**config.mk**
```make
export PLATFORM = sky130hd
export DESIGN_NAME = load_store_unit_flat
export DESIGN_NICKNAME = d
export VERILOG_FILES = /design/src/rtl/lsu_pkg.sv /design/src/rtl/load_store_unit_if.sv /design/src/rtl/lsu_lane_align.sv /design/src/rtl/load_store_unit.sv /design/src/flat_wrapper.sv
export SDC_FILE = /design/constraint.sdc
export NUM_CORES = 1
export LEC_CHECK = 0
export CAP_MARGIN = 15
export CORE_UTILIZATION = 30
export DETAILED_ROUTE_END_ITERATION = 7
export GPL_TIMING_DRIVEN = 1
export PLACE_DENSITY = 0.51
export SKIP_LAST_GASP = 1
export SLEW_MARGIN = 10
export SYNTH_ARGS = -nofsm -noshare
export SYNTH_HDL_FRONTEND = slang
export SYNTH_SLANG_ARGS = --single-unit
```
**constraint.sdc**
```tcl
create_clock -name clk -period 41 [get_ports clk]
set_input_delay 12.3 -clock clk [delete_from_list [all_inputs] [get_ports clk]]
set_output_delay 12.3 -clock clk [all_outputs]
set_load 0.005 [all_outputs]
```
**src/rtl/lsu_pkg.sv**
```systemverilog
// Shared types and helpers for the load/store unit: access sizes, FSM state
// encoding, byte-enable base masks and the alignment rule.
package lsu_pkg;

    typedef enum logic [1:0] {
        SZ_B = 2'b00,
        SZ_H = 2'b01,
        SZ_W = 2'b10,
        SZ_D = 2'b11
    } mem_size_t;

    typedef enum logic [1:0] {
        ST_IDLE  = 2'b00,
        ST_ALIGN = 2'b01,
        ST_REQ   = 2'b10,
        ST_DONE  = 2'b11
    } lsu_state_t;

    // Byte-enable mask for an access of the given size sitting at lane 0.
    function automatic logic [7:0] size_mask(input mem_size_t size);
        case (size)
            SZ_B:    return 8'h01;
            SZ_H:    return 8'h03;
            SZ_W:    return 8'h0F;
            default: return 8'hFF;
        endcase
    endfunction

    // An access is aligned when its byte offset is a multiple of its size.
    function automatic logic is_aligned(input mem_size_t size, input logic [2:0] offset);
        case (size)
            SZ_B:    return 1'b1;
            SZ_H:    return (offset[0] == 1'b0);
            SZ_W:    return (offset[1:0] == 2'b00);
            default: return (offset == 3'b000);
        endcase
    endfunction

endpackage

```
**src/rtl/load_store_unit_if.sv**
```systemverilog
// Word-organised data-memory bus: a single-cycle req/ack handshake carrying
// a doubleword address, byte enables and lane-positioned data.
interface load_store_unit_if #(
    parameter int XLEN = 64
);
    logic              req;
    logic              we;
    logic [XLEN-1:0]   addr;
    logic [XLEN/8-1:0] be;
    logic [XLEN-1:0]   wdata;
    logic              ack;
    logic [XLEN-1:0]   rdata;

    modport master (
        output req, we, addr, be, wdata,
        input  ack, rdata
    );

    modport slave (
        input  req, we, addr, be, wdata,
        output ack, rdata
    );
endinterface

```
**src/rtl/lsu_lane_align.sv**
```systemverilog
// Combinational lane steering: byte enables and store-data shift toward the
// addressed lanes, and load-data extraction with sign/zero extension.
module lsu_lane_align
    import lsu_pkg::*;
(
    input  mem_size_t   size,
    input  logic [2:0]  offset,
    input  logic        is_unsigned,
    input  logic [63:0] wdata,
    input  logic [63:0] mem_rdata,
    output logic [7:0]  be,
    output logic [63:0] wdata_lane,
    output logic [63:0] load_data
);
    logic [63:0] rdata_shifted;

    assign be         = size_mask(size) << offset;
    assign wdata_lane = wdata << {offset, 3'b000};

    // Bring the addressed bytes down to lane 0, then extend to full width.
    always_comb begin
        // NOTE: every always_comb output gets a default first so no path leaves it unassigned and infers a latch.
        rdata_shifted = mem_rdata >> {offset, 3'b000};
        load_data     = rdata_shifted;
        case (size)
            SZ_B: load_data = is_unsigned ? {56'b0, rdata_shifted[7:0]}
                                          : {{56{rdata_shifted[7]}}, rdata_shifted[7:0]};
            SZ_H: load_data = is_unsigned ? {48'b0, rdata_shifted[15:0]}
                                          : {{48{rdata_shifted[15]}}, rdata_shifted[15:0]};
            SZ_W: load_data = is_unsigned ? {32'b0, rdata_shifted[31:0]}
                                          : {{32{rdata_shifted[31]}}, rdata_shifted[31:0]};
            default: load_data = rdata_shifted;
        endcase
    end
endmodule

```
**src/rtl/load_store_unit.sv**
```systemverilog
// Multicycle load/store engine: captures one request, checks alignment,
// runs the memory req/ack handshake with an ack timeout, and reports the
// result with a one-cycle done pulse.
module load_store_unit
    import lsu_pkg::*;
#(
    parameter int XLEN        = 64,
    parameter int ACK_TIMEOUT = 16,
    parameter int TO_W        = 5
) (
    input  logic             clk,
    input  logic             reset,
    input  logic             start,
    input  logic             is_store,
    input  logic [1:0]       mem_size,
    input  logic             is_unsigned,
    input  logic [XLEN-1:0]  addr,
    input  logic [XLEN-1:0]  wdata,
    output logic             busy,
    output logic             done,
    output logic [XLEN-1:0]  rdata,
    output logic             misaligned,
    output logic             fault,
    load_store_unit_if.master mem
);
    localparam logic [1:0] S_IDLE  = ST_IDLE;
    localparam logic [1:0] S_ALIGN = ST_ALIGN;
    localparam logic [1:0] S_REQ   = ST_REQ;
    localparam logic [1:0] S_DONE  = ST_DONE;

    logic [1:0]      state;
    logic            store_q;
    mem_size_t       size_q;
    logic            unsigned_q;
    logic [XLEN-1:0] addr_q;
    logic [XLEN-1:0] wdata_q;
    logic [TO_W-1:0] wait_cnt;
    logic            misal_q;
    logic            fault_q;
    logic [XLEN-1:0] rdata_q;
    logic [XLEN-1:0] mem_addr_q;
    logic [7:0]      mem_be_q;
    logic [XLEN-1:0] mem_wdata_q;

    logic [7:0]      lane_be;
    logic [XLEN-1:0] lane_wdata;
    logic [XLEN-1:0] lane_load;

    lsu_lane_align u_lane_align (
        .size        (size_q),
        .offset      (addr_q[2:0]),
        .is_unsigned (unsigned_q),
        .wdata       (wdata_q),
        .mem_rdata   (mem.rdata),
        .be          (lane_be),
        .wdata_lane  (lane_wdata),
        .load_data   (lane_load)
    );

    // Control FSM with request capture, memory-output registers and ack timeout.
    always_ff @(posedge clk or posedge reset) begin
        if (reset) begin
            state       <= S_IDLE;
            store_q     <= 1'b0;
            size_q      <= SZ_B;
            unsigned_q  <= 1'b0;
            addr_q      <= '0;
            wdata_q     <= '0;
            wait_cnt    <= '0;
            misal_q     <= 1'b0;
            fault_q     <= 1'b0;
            rdata_q     <= '0;
            mem_addr_q  <= '0;
            mem_be_q    <= '0;
            mem_wdata_q <= '0;
        end else begin
            // NOTE: sequential state uses non-blocking assignments so every register sees pre-edge values.
            case (state)
                S_IDLE: begin
                    if (start) begin
                        store_q    <= is_store;
                        size_q     <= mem_size_t'(mem_size);
                        unsigned_q <= is_unsigned;
                        addr_q     <= addr;
                        wdata_q    <= wdata;
                        state      <= S_ALIGN;
                    end
                end
                S_ALIGN: begin
                    if (!is_aligned(size_q, addr_q[2:0])) begin
                        misal_q <= 1'b1;
                        state   <= S_DONE;
                    end else begin
                        mem_addr_q  <= {addr_q[XLEN-1:3], 3'b000};
                        mem_be_q    <= lane_be;
                        mem_wdata_q <= lane_wdata;
                        wait_cnt    <= '0;
                        state       <= S_REQ;
                    end
                end
                S_REQ: begin
                    if (mem.ack) begin
                        if (!store_q) begin
                            rdata_q <= lane_load;
                        end
                        state <= S_DONE;
                    end else if (wait_cnt == TO_W'(ACK_TIMEOUT - 1)) begin
                        fault_q <= 1'b1;
                        state   <= S_DONE;
                    end else begin
                        wait_cnt <= wait_cnt + TO_W'(1);
                    end
                end
                default: begin
                    misal_q <= 1'b0;
                    fault_q <= 1'b0;
                    state   <= S_IDLE;
                end
            endcase
        end
    end

    assign busy       = (state == S_ALIGN) || (state == S_REQ);
    assign done       = (state == S_DONE);
    assign misaligned = done && misal_q;
    assign fault      = done && fault_q;
    assign rdata      = rdata_q;

    assign mem.req    = (state == S_REQ);
    assign mem.we     = (state == S_REQ) && store_q;
    assign mem.addr   = mem_addr_q;
    assign mem.be     = mem_be_q;
    assign mem.wdata  = mem_wdata_q;
endmodule

```
**src/flat_wrapper.sv**
```systemverilog
// flat-port wrapper written by rule: the top's interface ports become plain ports
module load_store_unit_flat import lsu_pkg::*;
#(
    parameter int XLEN        = 64,
    parameter int ACK_TIMEOUT = 16,
    parameter int TO_W        = 5
)
  (clk, reset, start, is_store, mem_size, is_unsigned, addr, wdata, busy, done, rdata, misaligned, fault, mem_req, mem_we, mem_addr, mem_be, mem_wdata, mem_ack, mem_rdata);
  load_store_unit_if #(.XLEN(XLEN)) mem_i ();
  input  logic clk;
  input  logic reset;
  input  logic start;
  input  logic is_store;
  input  logic [1:0] mem_size;
  input  logic is_unsigned;
  input  logic [XLEN-1:0] addr;
  input  logic [XLEN-1:0] wdata;
  output logic busy;
  output logic done;
  output logic [XLEN-1:0] rdata;
  output logic misaligned;
  output logic fault;
  output wire logic [$bits(mem_i.req)-1:0] mem_req;
  output wire logic [$bits(mem_i.we)-1:0] mem_we;
  output wire logic [$bits(mem_i.addr)-1:0] mem_addr;
  output wire logic [$bits(mem_i.be)-1:0] mem_be;
  output wire logic [$bits(mem_i.wdata)-1:0] mem_wdata;
  input wire logic [$bits(mem_i.ack)-1:0] mem_ack;
  input wire logic [$bits(mem_i.rdata)-1:0] mem_rdata;
  assign mem_req = mem_i.req;
  assign mem_we = mem_i.we;
  assign mem_addr = mem_i.addr;
  assign mem_be = mem_i.be;
  assign mem_wdata = mem_i.wdata;
  assign mem_i.ack = mem_ack;
  assign mem_i.rdata = mem_rdata;
  load_store_unit #(.XLEN(XLEN), .ACK_TIMEOUT(ACK_TIMEOUT), .TO_W(TO_W)) u_core (.clk(clk), .reset(reset), .start(start), .is_store(is_store), .mem_size(mem_size), .is_unsigned(is_unsigned), .addr(addr), .wdata(wdata), .busy(busy), .done(done), .rdata(rdata), .misaligned(misaligned), .fault(fault), .mem(mem_i));
endmodule
```
Word level (Yosys, flattened, before mapping)
Cells that the tools add are included.

Bits of input ports: 200. Bits in registers: 338.

Reduce and logical (&&, ||, !) cells: 18. Shifts and indexed selects: 3. $add $sub $neg: 1. Bitwise gates (word level): 4. Equal/unequal tests: 13. Mux-type cells: 21.

Operator list (number): $mux W64 (3); $pmux W64 S3 (1); $shl A64 B6 Y64 (1); $shr A64 B6 Y64 (1); $pmux W8 S3 (1); $mux W5 (3); $pmux W5 S2 (1); $ne A2 B2 Y1 const B (4); $reduce_and A2 Y1 (4); $shl A8 B3 Y8 (1); $eq A2 B2 Y1 const B (3); $logic_not A2 Y1 (3); $mux W2 (3); $pmux W2 S3 (1); $reduce_and A3 Y1 (2); $add A5 B1 Y5 const B (1); $eq A5 B4 Y1 const B (1); $mux W1 (5); $eq A2 B1 Y1 const B (2); $ne A2 B1 Y1 const B (2); $not A1 Y1 (4); $pmux W1 S2 (2); $reduce_and A4 Y1 (1); $reduce_or A2 Y1 (2); other kinds (6) (8).

Logic depth before layout (Yosys ltp)
Gate-level depths: netlist of run 1.

Depth after elaboration: 5. Depth in mapped cells: 10.

Modules after synthesis
Synthesis of run 1 repeated with hierarchy kept, for this count alone.

Cells, all modules: 1364. Area, all modules: 17488.0 um2.

By module, submodules not included: load_store_unit (instances 1, area each 13097.6 um2, cells each 764, sequential area each 8458.1 um2); lsu_lane_align (instances 1, area each 4390.5 um2, cells each 600, sequential area each 0.0 um2).

Least setup slack after synthesis of run 1
No wires, ideal clock.

Kind: input -> register. From: input mem_rdata[23]. To: register u_core.rdata_q[37] (netlist: u_core.rdata[37]). Arrival: 13.567 ns. Buffers on the path: 1. Data required time: 40.845 ns. Stages: 6. Library setup time: 0.155 ns. Slack: 27.279 ns. Cell sequence: mux2_2 -> a22oi_2 -> nand3_2 -> a311oi_4 -> buf_6 -> a31oi_2.

Word-level cells in the longest chain between the ends: 3. Elaborated cells between the ends (all ways): 5. Those cells by class: shift (1); mux (4).

Ends and longest elaborated chain: from (decl) (RTL line flat_wrapper.sv:29) `input wire logic [$bits(mem_i.rdata)-1:0] mem_rdata;`; $shr A64 B6 Y64 * (RTL line lsu_lane_align.sv:23) `rdata_shifted = mem_rdata >> {offset, 3'b000};`; $mux W64 (on tied branches) (RTL line lsu_lane_align.sv:30, lsu_lane_align.sv:26, lsu_lane_align.sv:28); $pmux W64 S3 * (RTL line lsu_lane_align.sv:25) `case (size)`; to (signal assigned) (RTL line load_store_unit.sv:104) `rdata_q <= lane_load;`; to (decl) (RTL line load_store_unit.sv:40) `logic [XLEN-1:0] rdata_q;`.

Every way passes the cells marked *; elsewhere a longest branch is shown, timed or not. A chain may end at the register's enable or synchronous reset.

Worst setup path in the final report of run 1
From: register u_core.state[0]. To: output mem_we.

Word-level cells in the longest chain between the ends: 2.

Ends and longest elaborated chain: from (decl) (RTL line load_store_unit.sv:31) `logic [1:0] state;`; from (signal assigned) (RTL line load_store_unit.sv:63) `state <= S_IDLE;`; from (signal assigned) (RTL line load_store_unit.sv:86) `state <= S_ALIGN;`; from (signal assigned) (RTL line load_store_unit.sv:92) `state <= S_DONE;`; $eq A2 B2 Y1 (RTL line load_store_unit.sv:130) `assign mem.we = (state == S_REQ) && store_q;`; $logic_and A1 B1 Y1 (RTL line load_store_unit.sv:130); to (decl) (RTL line flat_wrapper.sv:24) `output wire logic [$bits(mem_i.we)-1:0] mem_we;`.

No other way between the ends.

==> summary.md, run 1 <==
| Metric | Value |
|---|---|
| Outcome | finished, violations left |
| Failing checks | design-rule violations |
| Gr usage total | around 21% |
| P per Cell Area | around 86 nW/um2 |
| H-tree depth | 2 |
| Number of global-route vias before repair | around 13,000 |
| Via Count | 12,925 |
| Nets | between 2,000 and 2,500 |
| Clk buf depth | 3 |
| Chip height | about 230 um |
| Crit path time final | between 10 and 15 ns |
| PostCTS Resize Cnt | 0 |
| Area occupied by multi-input gates | 7140 um2 |
| Critical Path RT | about 29 ns |
| Register area share after synthesis | 52.4% |
| CTS tree | built |
| Unique masters post-synth | between 50 and 60 |
| Final core occ | a little over two fifths |
| #FFs+latches synth | between 300 and 400 |
| Core Area | roughly 53,000 um2 |
| FP Rows | 84 |
| Post-route setup slack | 26.40 ns |
| Area growth syn-to-layout | 37.0% |
| Kind of critical path | reg -> out |
| IO Pins | between 400 and 500 |
| Initial antenna violation count | 13 |
| Final wirelength | 57,500 um |
| DR WL/cell | roughly 22 um |
| Worst setup SP type | flip-flop |
| Root Buffer | clkbuf_16 |
| Die area | roughly 55,000 um2 |
| Crit path capture type | output port |
| CTS Sinks | between 300 and 400 |
| Worst Tran Pin Value | between 1 and 1.5 ns |
| Avg Inst Size Synth | around 11 um2 |
| Leak Pwr | around 9.4 nW |
| Residual DRC count | 54 |
| DRT iter0 DRCs | ~900 |
| Synthesis Warnings | 0 |
| Gpl congestion | 0.843 |
| Crit path max-delay cell type | ha_1 |
| TritonRoute pass-1 iters | 7 |
| Final instance area | 22,100 um2 |
| Fill cells | between 5,000 and 6,000 |
| Inserted Clock Buffers | between 40 and 50 |
| Placed instance area | between 20,000 and 25,000 um2 |
| Cells after Synth | about 1,500 |
| Area share of the largest cell type after synthesis | 52.4% |
| Cell taking the most area after synthesis | dfrtp_1 |
| Crit path cell chain | inv_1 -> ha_1 -> and2_1 -> clkdlybuf4s50_1 |
| Largest net degree at the start of global routing | 142 |
| Clk slew on worst S/H paths | about 0.06 ns |
| Worst slew margin | about a quarter |
| Die Width | roughly 230 um |
| FF+latch area | between 8000 and 9000 um2 |
| Share of post-route cells with drive strength above 1 | ~16% |
| Detailed placer's ending HPWL | around 41,000 um |
| Max-slew violations | 0 |
| First-pass GRT wire length | between 80,000 and 90,000 um |
| Global route total overflow | 0 |
| Count of input and output buffers | 402 |
| Worst skew pair latency | ~0.58 ns |
| Crit path arrival time | about 2.3 ns |
| Antenna Violating Nets Remaining | 0 |
| Slowest stage delay, CP | ~0.51 ns |
| Worst VDD drop | 0.0429 mV |
| Setup TNS | 0 ns |
| Min-delay worst type | reg -> reg |
| Place WS | approximately 26 ns |
| Setup Skew | approximately 0.022 ns |
| RSZ-0062 raised after global routing | false |
| Initial Util | a little under a third |
| Number of max-cap violations | 0 |
| Via density | between 4 and 5 |
| Top cells by area, synth | dfrtp_1, mux2_2, nand2_1, mux2i_1, a31oi_2 |
| Setup Fix Bufs, Post-CTS | 0 |
| Hold_buf cts | 0 |
| Final Hold Vio Count | 0 |
| Critical Path Fanout Max | 16 |
| Crit-path leading delay family | buffers and inverters |
| Cell area after synthesis | approximately 16,000 um2 |
| Worst Path Buf+Inv | 2 |
| Final setup fails | 0 |
| Final period util | a little over a third |
| Fmax | 68.5 MHz |
[metrics by stage]
| step | instances | total power, mW | hold WS, ns |
|---|---|---|---|
| global route | 2595 | 2.04 | 0.479 |
| floorplan | 1530 | 1.12 | 0.433 |
| detailed placement | 2519 | 1.54 | 0.452 |
| CTS | 2595 | 1.93 | 0.462 |
| finish | 2596 | 1.91 | 0.461 |
| global placement | 2519 | 1.53 | 0.442 |
[worst min-delay path, stage by stage, from the launching register on]
cell     delay [ns]
dfrtp_1        0.34
nand2_1        0.05
nand2_1        0.05
[metal layers]
| metal | global-route usage, % | up-vias | wire length (um) |
|---|---|---|---|
| met4 | 4.65 | 24 | 1040 |
| met2 | 34.9 | 416 | 28000 |
| li1 | - | 6030 | - |
| met1 | 25.1 | 6369 | 23000 |
| met5 | 0 | - | 158 |
| met3 | 7.38 | 86 | 5320 |
[final timing paths]
| path | from | end | depth (start not counted) | slack (ns) |
|---|---|---|---|---|
| max | u_core.state[0] | mem_we | 4 | 26.40 |
| min | u_core.addr_q[34] | u_core.mem.addr[34] | 2 | 0.46 |
| max reg2reg | u_core.addr_q[2] | u_core.mem.wdata[39] | 6 | 37.23 |
| min reg2reg | u_core.addr_q[34] | u_core.mem.addr[34] | 2 | 0.46 |
| max in group asynchronous | reset | u_core.addr_q[0] | 3 | 26.92 |
| min in group asynchronous | reset | u_core.mem.addr[15] | 2 | 12.34 |
[cell usage in the layout, fill, tap and decap left out, types with 20 or more instances in the layout]
cell	count
a21oi_1	39
a31oi_2	30
a32oi_1	22
clkbuf_16	42
clkdlybuf4s50_1	402
dfrtp_1	335
mux2_2	176
mux2i_1	71
nand2_1	381
nand2b_1	20
nor2_1	73
o211ai_1	37
o21ai_0	60
o31ai_1	22
[sequential cells by signal (all words and copies together), names as in the netlist, 2 cells and up]
| name | flops |
|---|---|
| u_core.state | 2 |
| u_core.mem.be | 8 |
| u_core.rdata | 64 |
| u_core.size_q | 2 |
| u_core.wait_cnt | 5 |
| u_core.addr_q | 64 |
| u_core.mem.wdata | 64 |
| u_core.wdata_q | 64 |
| u_core.mem.addr | 61 |
[cells by family after synthesis]
family	synth area share [%]
AO/OA/AOI/OAI	13.2
adder cells (fa/ha/maj)	0.465
AND/OR/NAND/NOR	13.2
other	0.0232
flip-flops	52.4
buffers and inverters	3.50
multiplexers	17.2
[layout make-up]
type	instances	area share (%)
antenna	1	0.0113
clock buffer	70	5.91
clock inverter	6	0.589
inverter	8	0.170
multi-input combinational	1065	32.3
sequential	338	38.3
tap	688	3.89
timing repair buffer	420	18.8
[synth_stat cells (all sizes together)]
| library cell | number |
|---|---|
| nor2 | 74 |
| nand3 | 14 |
| o21a | 9 |
| a221oi | 1 |
| buf | 52 |
| or2 | 2 |
| a41oi | 1 |
| nor3b | 1 |
| o22ai | 3 |
| o21ai | 61 |
| a311oi | 1 |
| o22a | 13 |
| mux2 | 177 |
| a21o | 3 |
| a31oi | 48 |
| conb | 1 |
| o311ai | 1 |
| ha | 6 |
| o211ai | 37 |
| and3 | 1 |
| a211oi | 15 |
| a22oi | 1 |
| or4 | 1 |
| nor3 | 3 |
| mux4 | 3 |
| nor2b | 11 |
| nor4 | 1 |
| nand2 | 383 |
| and3b | 2 |
| and2 | 4 |
| nand3b | 1 |
| dfrtp | 338 |
| nor4b | 1 |
| clkbuf | 67 |
| a22o | 8 |
| inv | 8 |
| nand2b | 20 |
| a32oi | 23 |
| a21oi | 39 |
| mux2i | 71 |
| o31ai | 22 |
[power by group]
part	leakage [nW]	total, mW	switching [mW]	internal (mW)
Clock	0.701	0.383	0.152	0.231
Combinational	4.56	0.882	0.450	0.432
Sequential	4.11	0.642	0.145	0.498
Total	9.37	1.91	0.746	1.16
No activity file was read; power rests on OpenSTA's default activity.
==> inputs of run 2 (changes only) <==
- clock period: 41 -> 13.7 ns (I/O delays scaled with it)
==> summary.md, run 2 (synthesized netlist as in run 1, its figures left out) <==
| Metric | Value |
|---|---|
| Core Area | 52,900 um2 (unchanged) |
| Crit path time final | between 6 and 7 ns |
| H-tree depth | 2 (unchanged) |
| Failing checks | design-rule violations |
| Global route total overflow | 0 (unchanged) |
| WHS Path Cells | 2 (unchanged) |
| Fin Hold WS | 0.461 ns (+0.000179 ns) |
| Setup Fix Bufs, Post-CTS | 0 (unchanged) |
| Most common cell after layout, fill and taps aside | clkdlybuf4s50_1 |
| DRT iter0 DRCs | 874 (-3.4%) |
| Worst setup SP type | flip-flop |
| Antenna Violating Nets Remaining | 0 (unchanged) |
| Crit path capture type | output port |
| Outcome | finished, violations left |
| Min-delay worst type | reg -> reg |
| Worst Path Buf+Inv | 2 (unchanged) |
| Gr usage total | 21.0% (+0.32 points) |
| Residual DRC count | 54 (unchanged) |
| Total power | 5.72 mW (+200%) |
| Inserted Clock Buffers | 42 (unchanged) |
| Count of input and output buffers | 402 (unchanged) |
| Final period util | approximately 47% |
| Crit path max-delay cell type | ha_1 |
| Crit path cell chain | inv_1 -> ha_1 -> and2_1 -> clkdlybuf4s50_1 |
| FP Rows | 84 (unchanged) |
| Via Count | 12,792 (-1.0%) |
| Commonest non-fill, non-tap cells in the layout | clkdlybuf4s50_1, nand2_1, dfrtp_1, mux2_2, nor2_1 |
| Setup Skew | 0.0151 ns (-0.00662 ns) |
| Worst slew margin | 28.9% (+3.8 points) |
| Critical Path RT | 9.59 ns (-19.11 ns) |
| Setup TNS | 0 ns (unchanged) |
| Hold_buf cts | 0 (unchanged) |
| Via density | 4.93 (-1.0%) |
| Clk buf depth | 3 (unchanged) |
| Gpl congestion | 0.818 (-2.9%) |
| Crit-path leading delay family | buffers and inverters |
| TritonRoute pass-1 iters | 8 (+1) |
| Leak Pwr | 9.38 nW (+0.12%) |
| First-pass GRT wire length | 85,800 um (+1.5%) |
| Kind of critical path | reg -> out |
| CP Depth | 4 (unchanged) |
| RSZ-0062 raised after global routing | false |
| Final setup fails | 0 (unchanged) |
| DR WL/cell | 22.1 um (about the same) |
| Max-slew violations | 0 (unchanged) |
| Chip height | 234 um (unchanged) |
| Worst skew pair latency | 0.56 ns (-0.02 ns) |
| Root Buffer | clkbuf_16 |
| Initial Util | 30.5% (unchanged) |
| P per Cell Area | 259 nW/um2 (+200%) |
| Final wirelength | 57,500 um (about the same) |
| Worst VDD drop | 0.114 mV (+170%) |
| Share of post-route cells with drive strength above 1 | 16.4% (+0.070 points) |
| Die area | 54,700 um2 (unchanged) |
| Critical Path Fanout Max | 16 (unchanged) |
| IO Pins | 406 (unchanged) |
| Area growth syn-to-layout | 37.1% (about the same) |
| CTS tree | built |
| Worst Tran Pin Value | 1.07 ns (-0.0567 ns) |
| Largest net degree at the start of global routing | 144 (+1.4%) |
| Fill cells | 5,149 (+0.63%) |
| Final Hold Vio Count | 0 (unchanged) |
| Crit path arrival time | 2.27 ns (-0.03 ns) |
| Slowest stage delay, CP | 0.51 ns (about the same) |
| Detailed placer's ending HPWL | 40,700 um (-0.24%) |
| CTS Sinks | 338 (unchanged) |
| R2R depth | 6 (unchanged) |
| Clk slew on worst S/H paths | 0.06 ns (about the same) |
| Number of max-cap violations | 0 (unchanged) |
| PostCTS Resize Cnt | 0 (unchanged) |
| Nets | 2,080 (-0.048%) |
| Initial antenna violation count | 16 (+3) |
| Die Width | 234 um (unchanged) |
| Fmax | 157 MHz |
| Number of global-route vias before repair | 13,319 (+1.7%) |
run 2: changes by cell type in the layout (fill, tap and decap cells not counted), moves of 2 or more:
cell       delta
clkbuf_1      -3
clkinv_2      +8
bufinv_16     +4
clkbuf_8      -8
buf_4         -2
diode_2       +2
run 2: per-stage QoR:
stage               std cells  instance area (um2)  utilization, %  worst slack (ns)
CTS                      2593                22100            41.8              7.27
global route             2595                22100            41.8              7.17
floorplan                1530                16100               -             0.223
global placement         2517                20700            39.1              6.78
detailed placement       2518                20700            39.1              6.75
finish                   2596                22100            41.8              7.32
run 2: cell type report:
| type | instances | area (um2) | share of cell area (%) |
|---|---|---|---|
| antenna | 3 | 7.51 | 0.0339 |
| clock buffer | 60 | 1210 | 5.47 |
| clock inverter | 15 | 229 | 1.04 |
| inverter | 8 | 37.5 | 0.170 |
| multi-input combinational | 1065 | 7140 | 32.3 |
| sequential | 338 | 8470 | 38.3 |
| tap | 688 | 861 | 3.89 |
| timing repair buffer | 419 | 4160 | 18.8 |
run 2: path summary, 6_finish.rpt:
kind | start | endpoint | slack [ns]
max | u_core.state[0] | mem_we | 7.32
min | u_core.addr_q[41] | u_core.mem.addr[41] | 0.46
max reg2reg | u_core.addr_q[2] | u_core.mem.wdata[35] | 9.85
min reg2reg | u_core.addr_q[41] | u_core.mem.addr[41] | 0.46
max in group asynchronous | reset | u_core.rdata[35] | 8.03
min in group asynchronous | reset | u_core.mem.addr[15] | 4.20
run 2: power by group:
part,internal [mW],switching [mW]
Combinational,1.29,1.35
Sequential,1.49,0.423
Clock,0.725,0.441
run 2: per-layer routing:
| layer | part of all wire (%) | wire length [um] | vias to the layer above | global-route usage, % |
|---|---|---|---|---|
| li1 | - | - | 6022 | - |
| met1 | 40 | 23100 | 6214 | 25.5 |
| met2 | 47 | 26800 | 419 | 33.7 |
| met3 | 9.7 | 5590 | 109 | 8.22 |
| met4 | 3.2 | 1850 | 28 | 7.39 |
| met5 | 0.33 | 192 | - | 0 |
run 2: worst reg2reg max path: stages (launching register included):
cell	delay [ns]
dfrtp_2	0.83
buf_4	0.66
a21o_1	0.20
a21oi_1	0.16
nand2_4	0.57
buf_4	0.98
o21ai_0	0.28
